### src/rtl/seq_check.sv
// seq_check: compares a valid-qualified nibble stream against a parameter string and reports a verdict.
// Define SEQ_CHECK_ASSERT_EN to add an immediate assertion that fires on every mismatching beat.
module seq_check #(
    parameter logic [1023:0] SEQ    = "",
    parameter int            SEQLEN = 16
) (
    input  logic       clock,
    input  logic       reset,
    input  logic       start,
    input  logic [3:0] din,
    input  logic       valid,
    output logic       busy,
    output logic       done,
    output logic       pass,
    output logic       fail,
    output logic [7:0] err_count,
    output logic [7:0] first_err_idx
);

    typedef enum logic [1:0] {IDLE, RUN, DONE} state_t;

    localparam logic [7:0] LAST = 8'(SEQLEN - 1);

    state_t     state;
    logic [7:0] idx;
    logic [7:0] cur_char;
    logic       care;
    logic [3:0] exp_nib;
    logic       mismatch;
    logic [7:0] err_next;

    // Returns {care, value}; bytes outside the recognised set are don't-care.
    function automatic logic [4:0] decode(input logic [7:0] c);
        logic [4:0] r;
        r = 5'b0_0000;
        if (c >= "0" && c <= "9")
            r = {1'b1, c[3:0]};
        else if ((c >= "A" && c <= "F") || (c >= "a" && c <= "f"))
            r = {1'b1, c[3:0] + 4'd9};
        else if (c == "_")
            r = 5'b1_0000;
        else if (c == "-")
            r = 5'b1_1111;
        return r;
    endfunction

    // NOTE: every signal here is assigned on every pass, so no latch is inferred.
    always_comb begin
        cur_char        = 8'(SEQ >> {LAST - idx, 3'b000});
        {care, exp_nib} = decode(cur_char);
        mismatch        = care && (din !== exp_nib);
        err_next        = (mismatch && err_count != 8'hFF) ? err_count + 8'd1 : err_count;
    end

    // NOTE: state is updated with non-blocking assignments so every register samples pre-edge values.
    always_ff @(posedge clock) begin
        if (reset) begin
            state         <= IDLE;
            idx           <= 8'd0;
            busy          <= 1'b0;
            done          <= 1'b0;
            pass          <= 1'b0;
            fail          <= 1'b0;
            err_count     <= 8'd0;
            first_err_idx <= 8'd0;
        end else if (start) begin
            // A beat arriving together with start is deliberately dropped.
            state         <= RUN;
            idx           <= 8'd0;
            busy          <= 1'b1;
            done          <= 1'b0;
            pass          <= 1'b0;
            fail          <= 1'b0;
            err_count     <= 8'd0;
            first_err_idx <= 8'd0;
        end else if (state == RUN && valid) begin
            idx       <= idx + 8'd1;
            err_count <= err_next;
            if (mismatch && err_count == 8'd0)
                first_err_idx <= idx;
            if (idx == LAST) begin
                state <= DONE;
                busy  <= 1'b0;
                done  <= 1'b1;
                pass  <= (err_next == 8'd0);
                fail  <= (err_next != 8'd0);
            end
        end
    end

`ifdef SEQ_CHECK_ASSERT_EN
    always_ff @(posedge clock) begin
        if (!reset && busy && valid)
            assert (!mismatch)
            else $error("seq_check: mismatch at idx %0d", idx);
    end
`endif

endmodule

### config.mk
export PLATFORM = sky130hd
export DESIGN_NAME = seq_check
export DESIGN_NICKNAME = d
export VERILOG_FILES = /design/src/rtl/seq_check.sv
export SDC_FILE = /design/constraint.sdc
export NUM_CORES = 1
export LEC_CHECK = 0
export BUFFER_PORTS_ARGS = -buffer_cell sky130_fd_sc_hd__buf_2
export CORE_MARGIN = 1
export CORE_UTILIZATION = 44
export CTS_CLUSTER_SIZE = 14
export DETAILED_ROUTE_END_ITERATION = 12
export PLACE_DENSITY = 0.83
export SYNTH_ARGS = -nofsm -noshare
export SYNTH_HDL_FRONTEND = slang
export SYNTH_SLANG_ARGS = --single-unit
### constraint.sdc
create_clock -name clock -period 1.6 [get_ports clock]
set_clock_uncertainty 0.05 [all_clocks]
set_input_delay 0.08 -clock clock [delete_from_list [all_inputs] [get_ports clock]]
set_output_delay 0.08 -clock clock [all_outputs]
set_load 0.1 [all_outputs]
==> results of run 1 <==
-- power breakdown --
group	internal (mW)	switching, mW
clock network	0.0871	0.0874
registers	0.252	0.00220
logic	0.0161	0.203
total	0.355	0.293
-- per-layer routing --
| layer | part of all wire [%] | track usage [%] | routed length (um) | vias to the layer above |
|---|---|---|---|---|
| li1 | - | - | - | 227 |
| met1 | 41 | 17.8 | 442 | 221 |
| met2 | 51 | 29.1 | 547 | 15 |
| met3 | 5.8 | 5.11 | 62 | 6 |
| met4 | 1.8 | 10.3 | 19 | 0 |
| met5 | 0 | 0 | 0 | - |
-- state kept, by name (all words and copies together), names as in the netlist --
register and flops:
idx 8, state 1, pass 1
-- per-stage QoR --
| step | cell area [sq um] | power, mW | setup WS [ns] |
|---|---|---|---|
| finish | 643 | 0.648 | 0.211 |
| global route | 643 | 0.663 | 0.112 |
| CTS | 643 | 0.646 | 0.205 |
| detailed placement | 611 | 0.475 | 0.218 |
| global placement | 611 | 0.474 | 0.257 |
| floorplan | 682 | 0.494 | 0.0238 |
-- cells by family (layout without fill, tap and decap cells) --
| logic type | count (synthesis) | count (layout) | share of synthesized area [%] |
|---|---|---|---|
| DFF | 10 | 10 | 32.3 |
| AOI/OAI and AO/OA | 9 | 9 | 8.08 |
| xor gates and xnor gates | 2 | 2 | 2.83 |
| muxes | 2 | 2 | 3.23 |
| buffers and inverters | 21 | 15 | 24.8 |
| and+or+nand+nor | 24 | 24 | 26.1 |
| other | 1 | 17 | 0.605 |
| adders and majority gates | 1 | 1 | 2.02 |
-- final timing paths --
path | from | to
max | pass | idx[3]
max reg2reg | pass | idx[3]
min reg2reg | pass | pass
min | start | pass
-- cell usage after synthesis --
library cell / n
ha_1: 1
nand4_2: 1
o31ai_1: 1
nand2_1: 2
o21a_1: 1
buf_4: 18
xor2_1: 2
nand4b_1: 1
nor3_2: 1
or3_1: 4
a21oi_1: 4
or2_2: 1
clkbuf_1: 1
nand3_1: 2
buf_6: 1
inv_1: 1
or4_1: 1
mux2i_1: 2
nor3_1: 1
nand3b_1: 1
dfxtp_1: 10
nand4_1: 1
o21ai_0: 3
nor2_1: 5
conb_1: 1
nor4_2: 2
or4_4: 1
-- final cells by class --
cell class	count	area share [%]
Timing Repair Buffer	11	10.9
Clock buffer	3	3.50
Multi-Input combinational cell	55	50.6
Tap cell	15	2.92
Sequential cell	10	31.5
Inverter	1	0.584
-- worst register-to-register path: stages, from the launching register on --
cell	delay (ns)
dfxtp_2	0.33
nand3b_1	0.25
buf_4	0.21
or3_1	0.34
a21oi_1	0.14
-- cells in the final DEF, fill, tap and decap left out, types with 2 or more instances in the layout --
master	instances
nor2_1	5
nand3_1	2
dfxtp_2	2
xor2_1	2
or3_1	4
buf_2	6
nand2_1	2
dfxtp_1	8
nor4_2	2
mux2i_1	2
o21ai_0	3
conb_1	17
a21oi_1	4
buf_4	4
clkbuf_4	3
==> impl_metrics.tcl, run 1 <==
set metrics [dict create \
    cts_resized 0 \
    grt_pass1_wl_um 1700 \
    yosys_warnings 0 \
    synth.ff_latch_count 10 \
    routabilityCongestion 0.771 \
    path_cells "nand3b_1, buf_4, or3_1, a21oi_1" \
    tns_ns 0 \
    diodes 0 \
    start_kind "register" \
    finalCriticalPeriod_ns 1.39 \
    num-fill-cells 127 \
    holdWs_ns 0.0950 \
    overflow 0 \
    drt_wl_total_um 1070 \
    cap_violations 0 \
    postCtsSetupBuffers 0 \
    synth.distinct_cells 27 \
    critPathArrivalTime_ns 1.54 \
    nets 91 \
    avgRoutedWirePerCell_um 11.3 \
    ir_drop_uv 701 \
    r2r_setup_slack_ns 0.21 \
    place_inst 91 \
    synth_top_area_share_pct 32.3 \
    holdPathStages 3 \
    required_ns 1.75 \
    synthCells 70 \
    criticalPathCategory "reg2reg" \
    post-dp-hpwl_um 770 \
    numPortBuffers 6 \
    worst_path_max_delay_cell "or3_1" \
    vias 469 \
    insertion_delay_ns 0.27 \
    crit_cells 4 \
    ff_latch_area_sq_um 203 \
    initial_core_util_pct 47.6 \
    post-synth-top-area-cell "dfxtp_1" \
    p_leak_nw 0.273 \
    final_util_pct 49.4 \
    antenna_found_initial 0 \
    period_share_pct 86.8 \
    postSynthAreaPerCell_sq_um 8.85 \
    dieWidth_um 39.5 \
    power_density_nw_per_um2 1010 \
    reg2regPathDepth 4 \
    drv_slew 0 \
    grt_max_degree 8 \
    cp_max_fo 5 \
    die_h_um 39.5 \
    finalHoldViolations 0 \
    root_buffer "clkbuf_4" \
    core_area_sq_um 1300 \
    fmax_mhz 720 \
    setup.worst_path.end_class "register" \
    crit_buf_inv 1 \
    synthTopCellsByArea "dfxtp_1 (32%), buf_4 (22%), nor4_2 (4.0%)" \
    dieArea_sq_um 1560 \
    drc 0 \
    track_usage_pct 17.0 \
    setup_viol 0 \
    status "complete, no violations" \
    drt_iter0_drc 9 \
    syn_to_final_growth_pct 3.84 \
    seq_area_frac_synth_pct 32.3 \
    drtPass1Iterations 5 \
    hold_buffers 1 \
    antenna_left 0 \
    drive_gt1_share_pct 26.3 \
    multi_input_area_sq_um 325 \
    mappedNetlistArea_sq_um 619 \
    pin_count 28 \
    cpLargestDelayFamily "simple AND/OR/NAND/NOR gates" \
    placementRows 13 \
    slowest_delay_ns 0.34 \
    clk_transition_reported_paths_ns 0.06 \
    stdcell_count 95 \
    cts_tree "built" \
    hold_path_class "in2reg" \
    via_per_inst 4.94 \
    rsz0062_at_grt "no" \
    htree_levels 1 \
    cts.sinks 10 \
    cts_max_path_buffers 2 \
    grt_pass1_vias 397 \
    cts_buffers 3 \
]
(Power assumes the default switching activity.)
==> run 2, diff against run 1 <==
Settings changed: BUFFER_PORTS_ARGS -buffer_cell sky130_fd_sc_hd__buf_2 to -buffer_cell sky130_fd_sc_hd__buf_4, REMOVE_ABC_BUFFERS set to 1.
==> impl_metrics.tcl, run 2 (synthesis gave the netlist of run 1 again) <==
set metrics [dict create \
    r2r_setup_slack_ns 0.19 \
    hold_start "start" \
    syn_to_final_growth_pct 2.22 \
    clk_transition_reported_paths_ns 0.06 \
    overflow 0 \
    finalCriticalPeriod_ns 1.41 \
    drt_iter0_drc 15 \
    timing.rr.end "idx[3]" \
    fmax_mhz 709 \
    root_buffer "clkbuf_4" \
    ir_drop_uv 528 \
    antenna_left 0 \
    antenna_found_initial 0 \
    nets 88 \
    grt_pass1_wl_um 1450 \
    cts_max_path_buffers 2 \
    cap_violations 0 \
    largest_reg_flops 8 \
    post-dp-hpwl_um 711 \
    criticalPathCategory "reg2reg" \
    finalHoldViolations 0 \
    cts_tree "built" \
    numPortBuffers 6 \
    path_cells "nand3b_1, buf_4, or3_1, a21oi_1" \
    avgRoutedWirePerCell_um 10.1 \
    drt_wl_total_um 933 \
    p_leak_nw 0.261 \
    htree_levels 1 \
    status "complete, no violations" \
    start_kind "register" \
    drv_slew 0 \
    num-fill-cells 120 \
    routabilityCongestion 0.793 \
    post_dp_cell_area_sq_um 601 \
    die_h_um 39.5 \
    holdWs_ns 0.0615 \
    worst_slack_ns 0.189 \
    placementRows 13 \
    largestRegisters "idx (8), pass (1), state (1)" \
    largest-register "idx" \
    vias 457 \
    dieWidth_um 39.5 \
    cpLargestDelayFamily "simple AND/OR/NAND/NOR gates" \
    drtPass1Iterations 4 \
    setup_viol 0 \
    r2r_start "pass" \
    core_area_sq_um 1300 \
    period_share_pct 88.2 \
    finalPower_mw 0.640 \
    hold_path_class "in2reg" \
    track_usage_pct 14.2 \
    hold_end "state[0]" \
    slowest_delay_ns 0.34 \
    drive_gt1_share_pct 20.8 \
    grt_pass1_vias 358 \
    via_per_inst 4.97 \
    tns_ns 0 \
    cts_buffers 3 \
    required_ns 1.75 \
    worst_path_max_delay_cell "dfxtp_1" \
    pin_count 28 \
    cts_resized 0 \
    rsz0062_at_grt "no" \
    layout_common_cells "conb_1 (17), dfxtp_1 (10), buf_4 (7)" \
    grt_max_degree 8 \
    critPathArrivalTime_ns 1.56 \
    initial_core_util_pct 47.6 \
    final_common_cell "conb_1" \
    dpl_worst_slack_ns 0.206 \
    cts.sinks 10 \
    diodes 0 \
    setup.worst_path.end_class "register" \
    reg2regPathDepth 4 \
    power_density_nw_per_um2 1010 \
    insertion_delay_ns 0.26 \
    drc 0 \
    fin_area_sq_um 633 \
    crit_buf_inv 1 \
    dieArea_sq_um 1560 \
    holdPathStages 3 \
    cp_max_fo 7 \
]
## run 2: changes by cell type in the layout (fill, tap and decap cells not counted), sizes merged
cell,delta
buf,-3
## run 2: worst reg2reg max path: stages, from the launching register on
cell	delay, ns
dfxtp_1	0.34
nand3b_1	0.26
buf_4	0.22
or3_1	0.34
a21oi_1	0.14
## run 2: cell type report
class,count,area (sq um),area share [%]
Multi-Input combinational cell,55,325,51.4
Timing Repair Buffer,8,62.6,9.88
Sequential cell,10,200,31.6
Tap cell,15,18.8,2.96
Clock buffer,3,22.5,3.56
Inverter,1,3.75,0.593
## run 2: worst max path at each step
stage	startpoint	to	slack, ns	cells after the start
after floorplan	pass	idx[1]	-0.87	3
after global placement	pass	idx[3]	0.25	4
after detailed placement	idx[0]	idx[6]	0.21	4
after CTS	idx[0]	idx[6]	0.19	4
after global routing	pass	idx[3]	0.10	4
final	pass	idx[3]	0.19	4
## run 2: repair_timing
item / 4_1_cts / 5_1_grt
setup endpoints to repair: 0 / 0
buffers inserted: 0 / 0
hold buffers: 1 / 0
endpoints found under the hold margin: 1 / 0
## run 2: per-layer routing
metal | part of all wire (%) | routed length, um | vias to the layer above | track usage, %
met5 | 0 | 0 | - | 0
met3 | 4.9 | 46 | 3 | 3.41
li1 | - | - | 222 | -
met1 | 44 | 406 | 209 | 17.1
met2 | 49 | 453 | 23 | 21.3
met4 | 2.9 | 27 | 0 | 10.3
## run 2: stage by stage
step	std cells	util [%]
final	92	48.7
after global routing	92	48.7
after CTS	92	48.7
after detailed placement	88	46.2
after global placement	88	46.2
after floorplan	66	-
## run 2: power by group
| part | switching [mW] | internal [mW] |
|---|---|---|
| Combinational | 0.200 | 0.0152 |
| Sequential | 0.00331 | 0.252 |
| Clock | 0.0827 | 0.0868 |
==> run 3, diff against run 2 <==
Settings changed: REMOVE_ABC_BUFFERS 1 to unset, SLEW_MARGIN set to 20.
==> impl_metrics.tcl, run 3 (synthesis gave the netlist of run 1 again) <==
set metrics [dict create \
    internal_power_mw 0.357 \
    drt_iter0_drc 6 \
    htree_levels 1 \
    clock_power_share_pct 26.8 \
    ir_drop_uv 594 \
    period_share_pct 88.3 \
    track_usage_pct 19.1 \
    post-dp-hpwl_um 816 \
    switching_share_pct 45.1 \
    setup_viol 0 \
    power_density_nw_per_um2 1000 \
    drt_wl_total_um 1090 \
    cts_resized 0 \
    insertion_delay_ns 0.27 \
    core_area_sq_um 1300 \
    p_comb_share_pct 33.9 \
    final_common_cell "conb_1" \
    pin_count 28 \
    antenna_found_initial 0 \
    routabilityCongestion 0.748 \
    die_h_um 39.5 \
    hold_path_class "in2reg" \
    clk_transition_reported_paths_ns 0.07 \
    seqPwrFrac_pct 39.2 \
    hold_buffers 1 \
    antenna_left 0 \
    p_leak_nw 0.271 \
    grt_pass1_vias 406 \
    required_ns 1.75 \
    cp_max_fo 5 \
    holdWs_ns 0.0641 \
    fmax_mhz 708 \
    postCtsSetupBuffers 0 \
    drive_gt1_share_pct 25.3 \
    largestRegisters "idx (8), pass (1), state (1)" \
    initial_core_util_pct 47.6 \
    power_switching_mw 0.293 \
    largest_reg_flops 8 \
    criticalPathCategory "reg2reg" \
    diodes 0 \
    avgRoutedWirePerCell_um 11.6 \
    dieWidth_um 39.5 \
    drv_slew 0 \
    grt_pass1_wl_um 1820 \
    status "complete, no violations" \
    via_per_inst 5.12 \
    numPortBuffers 6 \
    syn_to_final_growth_pct 5.05 \
    critPathArrivalTime_ns 1.56 \
    placementRows 13 \
    finalCriticalPeriod_ns 1.41 \
    root_buffer "clkbuf_4" \
    cts_tree "built" \
    final_util_pct 50.0 \
    rsz0062_at_grt "no" \
    start_kind "register" \
    nets 90 \
    cap_violations 0 \
    drc 0 \
    cts_max_path_buffers 2 \
    dieArea_sq_um 1560 \
    layout_common_cells "conb_1 (17), buf_4 (9), dfxtp_1 (8)" \
    drtPass1Iterations 4 \
    cts.sinks 10 \
    finalHoldViolations 0 \
    setup.worst_path.end_class "register" \
    tns_ns 0 \
    overflow 0 \
    grt_max_degree 8 \
    vias 481 \
    largest-register "idx" \
    finalPower_mw 0.650 \
    cts_buffers 3 \
]
-- run 3: cell count changes in the layout (fill, tap and decap cells not counted) --
cell,previous run,this run
dfxtp_1,10,8
dfxtp_2,0,2
buf_4,7,9
-- run 3: power by group through the flow --
stage / clock network, mW / logic, mW / registers (mW)
2_1_floorplan: 0 / 0.221 / 0.273
3_3_place_gp: 0 / 0.216 / 0.260
3_5_place_dp: 0 / 0.217 / 0.261
4_1_cts: 0.175 / 0.220 / 0.255
5_1_grt: 0.187 / 0.227 / 0.255
6_report: 0.175 / 0.221 / 0.255
-- run 3: per-stage QoR --
step / instances / setup WS (ns) / instance area (sq um)
CTS: 94 / 0.181 / 651
floorplan: 86 / 0.0238 / 682
detailed placement: 90 / 0.196 / 618
finish: 94 / 0.187 / 651
global route: 94 / 0.0803 / 651
global placement: 90 / 0.237 / 618
-- run 3: worst paths after layout --
kind | startpoint | to | slack, ns | cells past startpoint
hold / removal | start | pass | 0.06 | 3
setup reg to reg | pass | idx[4] | 0.19 | 4
hold reg to reg | idx[7] | idx[7] | 0.42 | 2
setup / recovery | pass | idx[4] | 0.19 | 4
-- run 3: critical path, stage by stage, from the launching register on --
cell and delay, ns:
dfxtp_2 0.34, nand3b_1 0.25, buf_4 0.20, or3_1 0.34
a21oi_1 0.16
-- run 3: layer usage --
metal	part of all wire, %	GRT usage (%)	vias up
li1	-	-	229
met1	41	20.1	225
met2	47	29.9	23
met3	7.6	6.82	4
met4	3.8	15.5	0
met5	0	0	-
-- run 3: area by class of cell --
cell class	count	area, sq um
multi-input cells	55	325
inverters	1	3.75
clock buffers	3	22.5
flip-flops and latches	10	203
repair buffers	10	77.6
fillers	131	651
well taps	15	18.8
